===== src/rtl/fifo_pkg.sv =====
// fifo_pkg: pointer width and Gray/binary helpers shared by FIFO read and write controllers
package fifo_pkg;
    localparam int DEEP_DEF = 8;
    localparam int FN_W = 32;
    function automatic int ptr_width(input int deep);
        return deep + 1;
    endfunction
    function automatic logic [FN_W-1:0] bin2gray(input logic [FN_W-1:0] b);
        return b ^ (b >> 1);
    endfunction
    function automatic logic [FN_W-1:0] gray2bin(input logic [FN_W-1:0] g);
        logic [FN_W-1:0] b;
        b[FN_W-1] = g[FN_W-1];
        for (int i = FN_W - 2; i >= 0; i--) b[i] = b[i+1] ^ g[i];
        return b;
    endfunction
endpackage


===== src/rtl/fifo_read_ctrl_if.sv =====
// fifo_read_ctrl_if: memory-side and downstream signals of the FIFO read controller
interface fifo_read_ctrl_if import fifo_pkg::*; #(
    parameter int N = 8,
    parameter int DEEP = DEEP_DEF
);
    logic [DEEP:0] address_w, address_r, level;
    logic [N-1:0] data_o, dout;
    logic r_en, dout_valid, dout_ready, empty;
    modport master(input address_w, data_o, dout_ready, output r_en, address_r, dout, dout_valid, empty, level);
    modport slave(output address_w, data_o, dout_ready, input r_en, address_r, dout, dout_valid, empty, level);
endinterface


===== src/rtl/fifo_read_ctrl_sync_2ff.sv =====
// sync_2ff: two-flop synchronizer bringing a Gray pointer into the clk_out domain
module sync_2ff #(
    parameter int W = 1
) (
    input  logic         clk_out,
    input  logic         arst,
    input  logic [W-1:0] d,
    output logic [W-1:0] q
);
    logic [W-1:0] meta;
    always_ff @(posedge clk_out)
        if (arst) {q, meta} <= '0;
        else {q, meta} <= {meta, d};
endmodule


===== src/rtl/fifo_read_ctrl.sv =====
// fifo_read_ctrl: read-side FIFO controller with a two-word output buffer
module fifo_read_ctrl import fifo_pkg::*; #(
    parameter int N = 8,
    parameter int DEEP = DEEP_DEF
) (
    input logic clk_out,
    input logic arst,
    fifo_read_ctrl_if.master bus
);
    localparam int PW = ptr_width(DEEP);
    logic [DEEP:0] wsync, rbin, rbin_nxt;
    logic [N-1:0] buf0, buf1;
    logic [1:0] count, c1;
    logic [2:0] occ;
    logic pend, pop;
    sync_2ff #(.W(PW)) u_sync (.clk_out(clk_out), .arst(arst), .d(bus.address_w), .q(wsync));
    always_comb begin
        bus.dout_valid = count != 2'd0;
        bus.dout = buf0;
        pop = bus.dout_valid & bus.dout_ready;
        occ = {1'b0, count} + {2'b0, pend} - {2'b0, pop};
        bus.empty = wsync == bus.address_r;
        bus.r_en = !bus.empty && occ < 3'd2;
        rbin_nxt = rbin + {{DEEP{1'b0}}, bus.r_en};
        c1 = count - {1'b0, pop};
        bus.level = PW'(gray2bin(FN_W'(wsync))) - rbin;
    end
    // the word in flight lands in the first free slot after this cycle's pop
    always_ff @(posedge clk_out)
        if (arst) begin
            rbin <= '0;
            bus.address_r <= '0;
            pend <= 1'b0;
            count <= '0;
            buf0 <= '0;
            buf1 <= '0;
        end else begin
            rbin <= rbin_nxt;
            bus.address_r <= PW'(bin2gray(FN_W'(rbin_nxt)));
            pend <= bus.r_en;
            count <= c1 + {1'b0, pend};
            buf0 <= pend && c1 == 2'd0 ? bus.data_o : pop ? buf1 : buf0;
            buf1 <= pend && c1 == 2'd1 ? bus.data_o : buf1;
        end
endmodule


===== src/flat_wrapper.sv =====
// flat-port wrapper written by rule: the top's interface ports become plain ports
module fifo_read_ctrl_flat import fifo_pkg::*;
#(
    parameter int N = 8,
    parameter int DEEP = DEEP_DEF
)
  (clk_out, arst, bus_address_w, bus_data_o, bus_dout_ready, bus_r_en, bus_address_r, bus_dout, bus_dout_valid, bus_empty, bus_level);
  fifo_read_ctrl_if #(.N(N), .DEEP(DEEP)) bus_i ();
  input logic clk_out;
  input logic arst;
  input wire logic [$bits(bus_i.address_w)-1:0] bus_address_w;
  input wire logic [$bits(bus_i.data_o)-1:0] bus_data_o;
  input wire logic [$bits(bus_i.dout_ready)-1:0] bus_dout_ready;
  output wire logic [$bits(bus_i.r_en)-1:0] bus_r_en;
  output wire logic [$bits(bus_i.address_r)-1:0] bus_address_r;
  output wire logic [$bits(bus_i.dout)-1:0] bus_dout;
  output wire logic [$bits(bus_i.dout_valid)-1:0] bus_dout_valid;
  output wire logic [$bits(bus_i.empty)-1:0] bus_empty;
  output wire logic [$bits(bus_i.level)-1:0] bus_level;
  assign bus_i.address_w = bus_address_w;
  assign bus_i.data_o = bus_data_o;
  assign bus_i.dout_ready = bus_dout_ready;
  assign bus_r_en = bus_i.r_en;
  assign bus_address_r = bus_i.address_r;
  assign bus_dout = bus_i.dout;
  assign bus_dout_valid = bus_i.dout_valid;
  assign bus_empty = bus_i.empty;
  assign bus_level = bus_i.level;
  fifo_read_ctrl #(.N(N), .DEEP(DEEP)) u_core (.clk_out(clk_out), .arst(arst), .bus(bus_i));
endmodule

===== config.mk =====
export PLATFORM = sky130hd
export DESIGN_NAME = fifo_read_ctrl_flat
export DESIGN_NICKNAME = d
export VERILOG_FILES = /design/src/rtl/fifo_pkg.sv /design/src/rtl/fifo_read_ctrl_if.sv /design/src/rtl/fifo_read_ctrl_sync_2ff.sv /design/src/rtl/fifo_read_ctrl.sv /design/src/flat_wrapper.sv
export SDC_FILE = /design/constraint.sdc
export NUM_CORES = 1
export LEC_CHECK = 0
export CORE_MARGIN = 5
export CORE_UTILIZATION = 30
export DETAILED_ROUTE_END_ITERATION = 6
export PLACE_DENSITY = 0.56
export SLEW_MARGIN = 20
export SYNTH_ARGS = -nofsm -noshare
export SYNTH_HDL_FRONTEND = slang
export SYNTH_HIERARCHICAL = 1
export SYNTH_SLANG_ARGS = --single-unit

===== constraint.sdc =====
create_clock -name clk_out -period 3.7 [get_ports clk_out]
set_input_delay 0.555 -clock clk_out [delete_from_list [all_inputs] [get_ports clk_out]]
set_output_delay 0.555 -clock clk_out [all_outputs]
set_load 0.005 [all_outputs]

* Word level (Yosys, flattened, before mapping)
Index checks and enable logic that the tools add are counted.
Word-level totals: register bits after elaboration 55, logic and storage cells 36, output and inout port bits 29
Operators by class: equal/unequal tests 2, reduce and logical (&&, ||, !) cells 7, bitwise operators 10, $lt $le $gt $ge 1, add/subtract/negate cells 6, mux-type cells 2
Operators with widths (count):
- 8-bit two-way mux | 2
- 9-bit by 1-bit adder with 9-bit output | 1
- 9-bit == test | 1
- 9-bit subtractor | 1
- 9-bit by 8-bit bitwise XOR with 9-bit output | 1
- 1-bit bitwise XOR | 8
- 2-bit nonzero test | 2
- 2-bit by 1-bit adder with 3-bit output | 1
- 1-bit logical AND | 3
- 3-bit by 2-bit < comparator with 1-bit output, second input constant | 1
- 3-bit by 1-bit subtractor with 3-bit output | 1
- 2-bit by 1-bit adder with 2-bit output | 1
- 2-bit by 1-bit == test with 1-bit output, second input constant | 1
- 2-bit zero test | 1
- 2-bit by 1-bit subtractor with 2-bit output | 1
- 1-bit bitwise AND | 1
- 1-bit zero test | 1

* Longest topological paths before layout
Gate-level depths: netlist of run 1.
depth after elaboration 9, mapped depth 17

* Modules after synthesis
The synthesis of run 1 kept the hierarchy.
Modules (own cells, without submodules):
- fifo_read_ctrl | cells an instance 220, times used 1, area an instance 2040.7 µm²
- sync_2ff | cells an instance 37, times used 1, area an instance 489.2 µm²

* Worst setup path after synthesis of run 1
Ideal clock, no wire load.
path type register to register, start point register u_core.count[1], end point register u_core.bus.address_r[7], stages on the path, launching flop included 18, clock period less this slack 3.677 ns, arrival 3.550 ns, path slack 0.023 ns, setup time 0.128 ns, cell sequence dfxtp_1 -> or2_2 -> clkbuf_1 -> nand2_1 -> inv_1 -> ha_1 -> nand2b_1 -> fa_1 -> xnor2_1 -> and3_1 -> ha_1 -> ha_1 -> nand3_1 -> nor3_1 -> nand3_1 -> xor2_1 -> xnor2_1 -> nor2_1
On the way: longest elaborated chain between the ends 7, elaborated cells between the ends (all ways) 8
Ends and longest elaborated chain:
- start, declared | RTL line fifo_read_ctrl.sv:13 | logic [1:0] count, c1;
- start signal, assigned | RTL line fifo_read_ctrl.sv:41 | count <= c1 + {1'b0, pend};
- 2-bit nonzero test | RTL line fifo_read_ctrl.sv:18 | bus.dout_valid = count != 2'd0;
- named net bus_dout_valid | RTL line flat_wrapper.sv:17 | output wire logic [$bits(bus_i.dout_valid)-1:0] bus_dout_valid;
- 1-bit bitwise AND | RTL line fifo_read_ctrl.sv:20 | pop = bus.dout_valid & bus.dout_ready;
- 3-bit by 1-bit subtractor with 3-bit output | RTL line fifo_read_ctrl.sv:21 | occ = {1'b0, count} + {2'b0, pend} - {2'b0, pop};
- 3-bit by 2-bit < comparator with 1-bit output | RTL line fifo_read_ctrl.sv:23 | bus.r_en = !bus.empty && occ < 3'd2;
- 1-bit logical AND | RTL line fifo_read_ctrl.sv:23
- named net bus_r_en | RTL line flat_wrapper.sv:14 | output wire logic [$bits(bus_i.r_en)-1:0] bus_r_en;
- 9-bit by 1-bit adder with 9-bit output | RTL line fifo_read_ctrl.sv:24 | rbin_nxt = rbin + {{DEEP{1'b0}}, bus.r_en};
- 9-bit by 8-bit bitwise XOR with 9-bit output | RTL line fifo_pkg.sv:9 | return b ^ (b >> 1);
- end signal, assigned | RTL line fifo_read_ctrl.sv:39 | bus.address_r <= PW'(bin2gray(FN_W'(rbin_nxt)));
- end, declared | RTL line fifo_read_ctrl_if.sv:9 | modport master(input address_w, data_o, dout_ready, output r_en, address_r, dout, dout_valid, empty, level);
The timed path passes the listed nets, and every way through them passes these cells. A chain may end at the register's enable or synchronous reset.

* Worst setup path after layout of run 1
start point register u_core.u_sync.q[7], end point output bus_level[6]
On the way: longest elaborated chain between the ends 9
Ends and longest elaborated chain:
- start, declared | RTL line fifo_read_ctrl_sync_2ff.sv:8 | output logic [W-1:0] q
- start signal, assigned | RTL line fifo_read_ctrl_sync_2ff.sv:13 | else {q, meta} <= {meta, d};
- 1-bit bitwise XOR * (2 in series) | RTL line fifo_pkg.sv:14 | for (int i = FN_W - 2; i >= 0; i--) b[i] = b[i+1] ^ g[i];
- 1-bit bitwise XOR (6 in series) | RTL line fifo_pkg.sv:14
- 9-bit subtractor * | RTL line fifo_read_ctrl.sv:26 | bus.level = PW'(gray2bin(FN_W'(wsync))) - rbin;
- end, declared | RTL line flat_wrapper.sv:19 | output wire logic [$bits(bus_i.level)-1:0] bus_level;
Every way passes the cells marked *; elsewhere a longest branch is shown, timed or not.

==> results of run 1 <==
==> flip-flops by register name, indices dropped and copies added (netlist names) <==
name	count
u_core/pend	1
u_core/bus.address_r	9
u_core/buf1	8
u_core/bus.dout	8
u_core/u_sync/q	9
u_core/rbin	8
u_core/u_sync/meta	9
u_core/count	2
==> layout make-up <==
cell class | instances | area (um2)
fill | 804 | 4710
multi-input combinational | 178 | 1420
clock buffer | 6 | 72.6
clock inverter | 2 | 37.5
sequential | 54 | 1090
tap | 105 | 131
inverter | 16 | 60.1
timing repair buffer | 80 | 691
==> cell families (layout without fill, tap and decap cells) <==
group                      count (synthesis)  in the layout  share of synthesized area (%)
AOI/OAI and AO/OA                         22             22                           5.54
adders and majority gates                 15             15                           8.01
muxes                                     16             16                           6.33
DFF                                       54             54                           42.7
xor gates and xnor gates                  43             43                           16.8
and+or+nand+nor                           82             82                           16.6
buffers and inverters                     25            104                           4.01
==> report_power, final <==
part | internal, mW | switching [mW] | total (mW)
registers | 0.671 | 0.0647 | 0.736
clock network | 0.202 | 0.188 | 0.390
logic | 0.572 | 0.412 | 0.984
total | 1.45 | 0.664 | 2.11
==> final timing paths <==
check	slack [ps]	cells past startpoint	to	from
setup / recovery	-160	16	bus_level[6]	u_core/u_sync/q[7]
hold / removal	430	1	u_core/u_sync/q[7]	u_core/u_sync/meta[7]
setup reg to reg	280	16	u_core/bus.address_r[6]	u_core/count[1]
hold reg to reg	430	1	u_core/u_sync/q[7]	u_core/u_sync/meta[7]
==> layout by cell type (no fill, tap or decap), types with 2 or more instances in the layout <==
| cell type | n |
|---|---|
| dfxtp_1 | 50 |
| clkdlybuf4s50_1 | 39 |
| nor2_1 | 33 |
| buf_4 | 32 |
| xnor2_1 | 23 |
| nor2b_1 | 17 |
| mux2i_1 | 16 |
| inv_1 | 15 |
| xor2_1 | 13 |
| ha_1 | 12 |
| a211oi_1 | 8 |
| and2b_1 | 7 |
| clkbuf_8 | 5 |
| buf_2 | 5 |
| nand3_1 | 5 |
| xor2_2 | 4 |
| nor3_1 | 4 |
| a21oi_1 | 4 |
| o21ai_2 | 3 |
| nand2_1 | 3 |
| and3_1 | 3 |
| dlygate4sd2_1 | 2 |
| nor2b_2 | 2 |
| or2_2 | 2 |
| a21oi_2 | 2 |
| nor4_1 | 2 |
| dfxtp_2 | 2 |
| dfxtp_4 | 2 |
==> per-layer routing <==
| layer | up-vias | routed length [um] | global-route usage (%) |
|---|---|---|---|
| li1 | 985 | - | - |
| met1 | 845 | 2540 | 13.6 |
| met2 | 33 | 2320 | 16.4 |
| met3 | 6 | 192 | 2.46 |
| met4 | 0 | 82 | 3.63 |
| met5 | - | 0 | 0 |
==> stage by stage <==
stage                     instances  cell area [um2]  setup WS [ps]
after detailed placement        424             3270           -572
after global routing            441             3500           -346
final                           441             3500           -160
after global placement          424             3270           -449
after floorplan                 257             2530           22.7
after CTS                       438             3460           -296
==> worst max-delay path: stages, from the launching register on <==
cell and delay, ps:
dfxtp_4 380, xor2_4 220, xnor2_4 150, xor2_2 210
xor2_2 210, xor2_2 190, xnor2_1 140, ha_2 200
inv_2 40, fa_2 330, a21o_1 170, a21oi_2 130
nor2b_1 60, o21ai_2 150, nor2b_4 170, xnor2_1 110
buf_2 130
==> timing repair <==
item | in CTS | in global routing
pin swaps | 14 | 9
setup buffers | 6 | 3
endpoints found under the setup margin | 8 | 10
resized for setup | 36 | 13
==> impl_metrics.tcl, run 1 <==
set metrics [dict create \
    slew_violations 0 \
    skew_ps 12.4 \
    ant_nets 0 \
    core_area_um2 8220 \
    power_mw 2.11 \
    drc_errors 0 \
    p_leak_nw 1.50 \
    worstMarginPinSlew_ps 928 \
    fin_util_pct 42.6 \
    hold_path.class "reg2reg" \
    ys_seq_elements 54 \
    startpoint_type "flop" \
    fin_nets 370 \
    vdd_ir_drop_max_mv 0.228 \
    critPathKind "reg2out" \
    hold_buffers 0 \
    cts_buffers 5 \
    initial_core_util_pct 30.8 \
    clock-sinks 54 \
    max_slew_margin_pct 38.2 \
    max-cap-violations 0 \
    vias_per_cell 4.24 \
    hpwl_mm 3.78 \
    synth_area_per_cell_um2 9.84 \
    timing.hold.ws_ps 430 \
    yosysTopAreaCellShare_pct 42.7 \
    die_area_um2 10400 \
    routedWlPerCell_um 11.7 \
    netlist_top_cells_count "dfxtp_1, nor2_1, xnor2_1, nor2b_1" \
    outcome "finished with violations" \
    antennaDiodeCount 0 \
    syn2layout_area_growth_pct 38.4 \
    cts_max_level 2 \
    violations "setup timing" \
    grt_overflow 0 \
    layout_min_cycle_time_ps 3860 \
    seq_area_frac_synth_pct 42.7 \
    cp_data_arrival_time_ps 3300 \
    clk_pin_slew_worst_paths_ps 100 \
    fmax_mhz 259 \
    synth_area_leader_cell "dfxtp_1" \
    cts_tree "yes" \
    worstPathRequired_ps 3140 \
    yosysMostFrequentCell "dfxtp_1" \
    cp_max_fo 2 \
    ys_top_cells_by_area "dfxtp_1, xnor2_1, ha_1" \
    grt_max_degree 55 \
    postRouteWirelength_mm 5.14 \
    synth-edff-count 0 \
    first_global_vias 1847 \
    io_buffers 48 \
    grt_pass1_wl_mm 8.43 \
    yosys_warnings 6 \
    grt_antenna_before_repair 0 \
    grt_use_total_pct 10.2 \
    cts_buffer_depth 2 \
    tns_ps -273 \
    ios 49 \
    firstDrtPassIters 4 \
    std_cell_rows 33 \
    hold_violations 0 \
    drtIter0Drc 48 \
    drive_above_1_share_pct 21.1 \
    die_height_um 102 \
    syn_area_um2 2530 \
    rsz0062_at_grt "true" \
    ys.flop_type "dfxtp_1" \
    power_density_nw_per_um2 602 \
    gp_congestion 0.757 \
    synth_nets 292 \
    ys_types 29 \
    clk-insertion-delay-late_ps 300 \
    synth-async-reset-ratio_pct 0 \
    setup_slack_ps -160 \
    period_share_pct 104 \
    end_kind "output port" \
    fp.dieW_um 102 \
    vias 1869 \
    syn_inst 257 \
    cts_root_buffer "clkbuf_8" \
    setup_viol 2 \
]
No activity file was read; power rests on OpenSTA's default activity.
==> inputs of run 2 (changes only) <==
- ABC_CLOCK_PERIOD_IN_PS: unset -> 3820
- PLACE_DENSITY: 0.56 -> 0.54
- clock period: 3.7 -> 3.82 ns (I/O delays scaled with it)
==> impl_metrics.tcl, run 2 (same netlist as run 1, synthesis figures left out) <==
set metrics [dict create \
    violations "setup timing" \
    tns_ps -108 \
    setup_viol 2 \
    path_cells "xor2_4 > xnor2_4 > xor2_2 > xor2_2 > xor2_2 > xnor2_1 > ha_2 > inv_2 > fa_2 > a21o_1 > a21oi_2 > nor2b_1 > o21ai_2 > nor2b_4 > xnor2_1 > buf_2" \
    period_share_pct 102 \
    worst-r2r-cell-count 16 \
    critPathMaxStageDelay_ps 370 \
    hold_buffers 0 \
    vias_per_cell 4.14 \
    p_leak_nw 1.50 \
    grt_antenna_before_repair 0 \
    hpwl_mm 3.78 \
    dp.cells 421 \
    die_area_um2 10400 \
    routedWlPerCell_um 11.6 \
    die_height_um 102 \
    grt_overflow 0 \
    drtIter0Drc 71 \
    ant_nets 0 \
    clk_pin_slew_worst_paths_ps 90 \
    grt_max_degree 55 \
    rsz0062_at_grt "true" \
    fp.dieW_um 102 \
    antennaDiodeCount 0 \
    vias 1817 \
    vdd_ir_drop_max_mv 0.232 \
    power_density_nw_per_um2 588 \
    skew_ps 13.4 \
    cts_buffer_depth 2 \
    fmax_mhz 256 \
    hold_violations 0 \
    ios 49 \
    initial_core_util_pct 30.8 \
    crit_slowest_cell "dfxtp_4" \
    critPathKind "reg2out" \
    hold_path.startpoint "u_core/u_sync/meta[7]" \
    final_cell_mix "dfxtp_1, clkdlybuf4s50_1, nor2_1, buf_4, xnor2_1" \
    cp_max_fo 2 \
    r2r-end "u_core/bus.address_r[7]" \
    end_kind "output port" \
    cts_root_buffer "clkbuf_8" \
    first_global_vias 1728 \
    std_cell_rows 33 \
    startpoint "u_core/u_sync/q[8]" \
    drc_errors 0 \
    worstMarginPinSlew_ps 919 \
    grt_use_total_pct 10.5 \
    max_slew_margin_pct 38.7 \
    rrSetupSlack_ps 310 \
    cts_tree "yes" \
    layout_min_cycle_time_ps 3910 \
    grt_pass1_wl_mm 8.53 \
    postRouteWirelength_mm 5.09 \
    layout_commonest_cell "dfxtp_1" \
    hold_path.class "reg2reg" \
    firstDrtPassIters 4 \
    cp_data_arrival_time_ps 3340 \
    fin_nets 368 \
    drive_above_1_share_pct 20.7 \
    io_buffers 48 \
    cpMostUsedCell "xor2_2" \
    slew_violations 0 \
    startpoint_type "flop" \
    max-cap-violations 0 \
    crit_end "bus_level[6]" \
    layout.cells.non_filler 439 \
    gp_congestion 0.804 \
    outcome "finished with violations" \
    clock-sinks 54 \
    worstPathRequired_ps 3250 \
    clk-insertion-delay-late_ps 300 \
    syn2layout_area_growth_pct 37.7 \
    setup_slack_ps -90.6 \
    cts_max_level 2 \
    core_area_um2 8220 \
    cts_buffers 5 \
    r2r-start "u_core/count[1]" \
]
-- run 2: final cells by class --
class | instances | area, um2
inverters | 16 | 60.1
clock inverters | 2 | 37.5
multi-input cells | 178 | 1420
flip-flops and latches | 54 | 1090
clock buffers | 6 | 72.6
fillers | 802 | 4730
well taps | 105 | 131
repair buffers | 78 | 673
-- run 2: per-stage QoR --
stage / power, mW / instance area [um2] / utilization (%) / setup slack [ps] / hold WS (ps)
2_1_floorplan: 1.24 / 2530 / - / 143 / 411
3_3_place_gp: 1.65 / 3250 / 39.5 / -338 / 425
3_5_place_dp: 1.66 / 3250 / 39.5 / -399 / 427
4_1_cts: 2.06 / 3440 / 41.9 / -154 / 445
5_1_grt: 2.22 / 3480 / 42.4 / -306 / 452
6_report: 2.05 / 3480 / 42.4 / -90.6 / 441
-- run 2: worst min-delay path by stage --
stage / cells past startpoint / to
global route: 1 / u_core/u_sync/q[7]
global placement: 1 / u_core/u_sync/q[8]
floorplan: 1 / u_core/u_sync/q[8]
detailed placement: 1 / u_core/u_sync/q[8]
finish: 1 / u_core/u_sync/q[7]
CTS: 1 / u_core/u_sync/q[7]
-- run 2: critical path, delay by kind of cell (launching register included) --
kind,cells,cell delay [ps]
flops,1,370
fa+ha+maj,2,530
simple gates,2,230
buf+inv,2,170
compound gates,3,490
xor+xnor,7,1260
-- run 2: per-layer routing --
layer,track usage [%],wire [um],vias up
met5,0,0,-
met4,3.63,36,0
met3,2.53,230,2
met2,16.2,2300,29
met1,14.4,2520,801
li1,-,-,985
-- run 2: repair_timing --
action                     in CTS  in global routing
gates cloned                    0                  0
resized for setup              29                 20
setup endpoints to repair       7                  8
pin swaps                      16                 17
buffers inserted                7                  3
-- run 2: report_power, final --
part / switching (mW) / internal [mW]
Combinational: 0.394 / 0.563
Clock: 0.186 / 0.196
Sequential: 0.0605 / 0.650
Total: 0.640 / 1.41
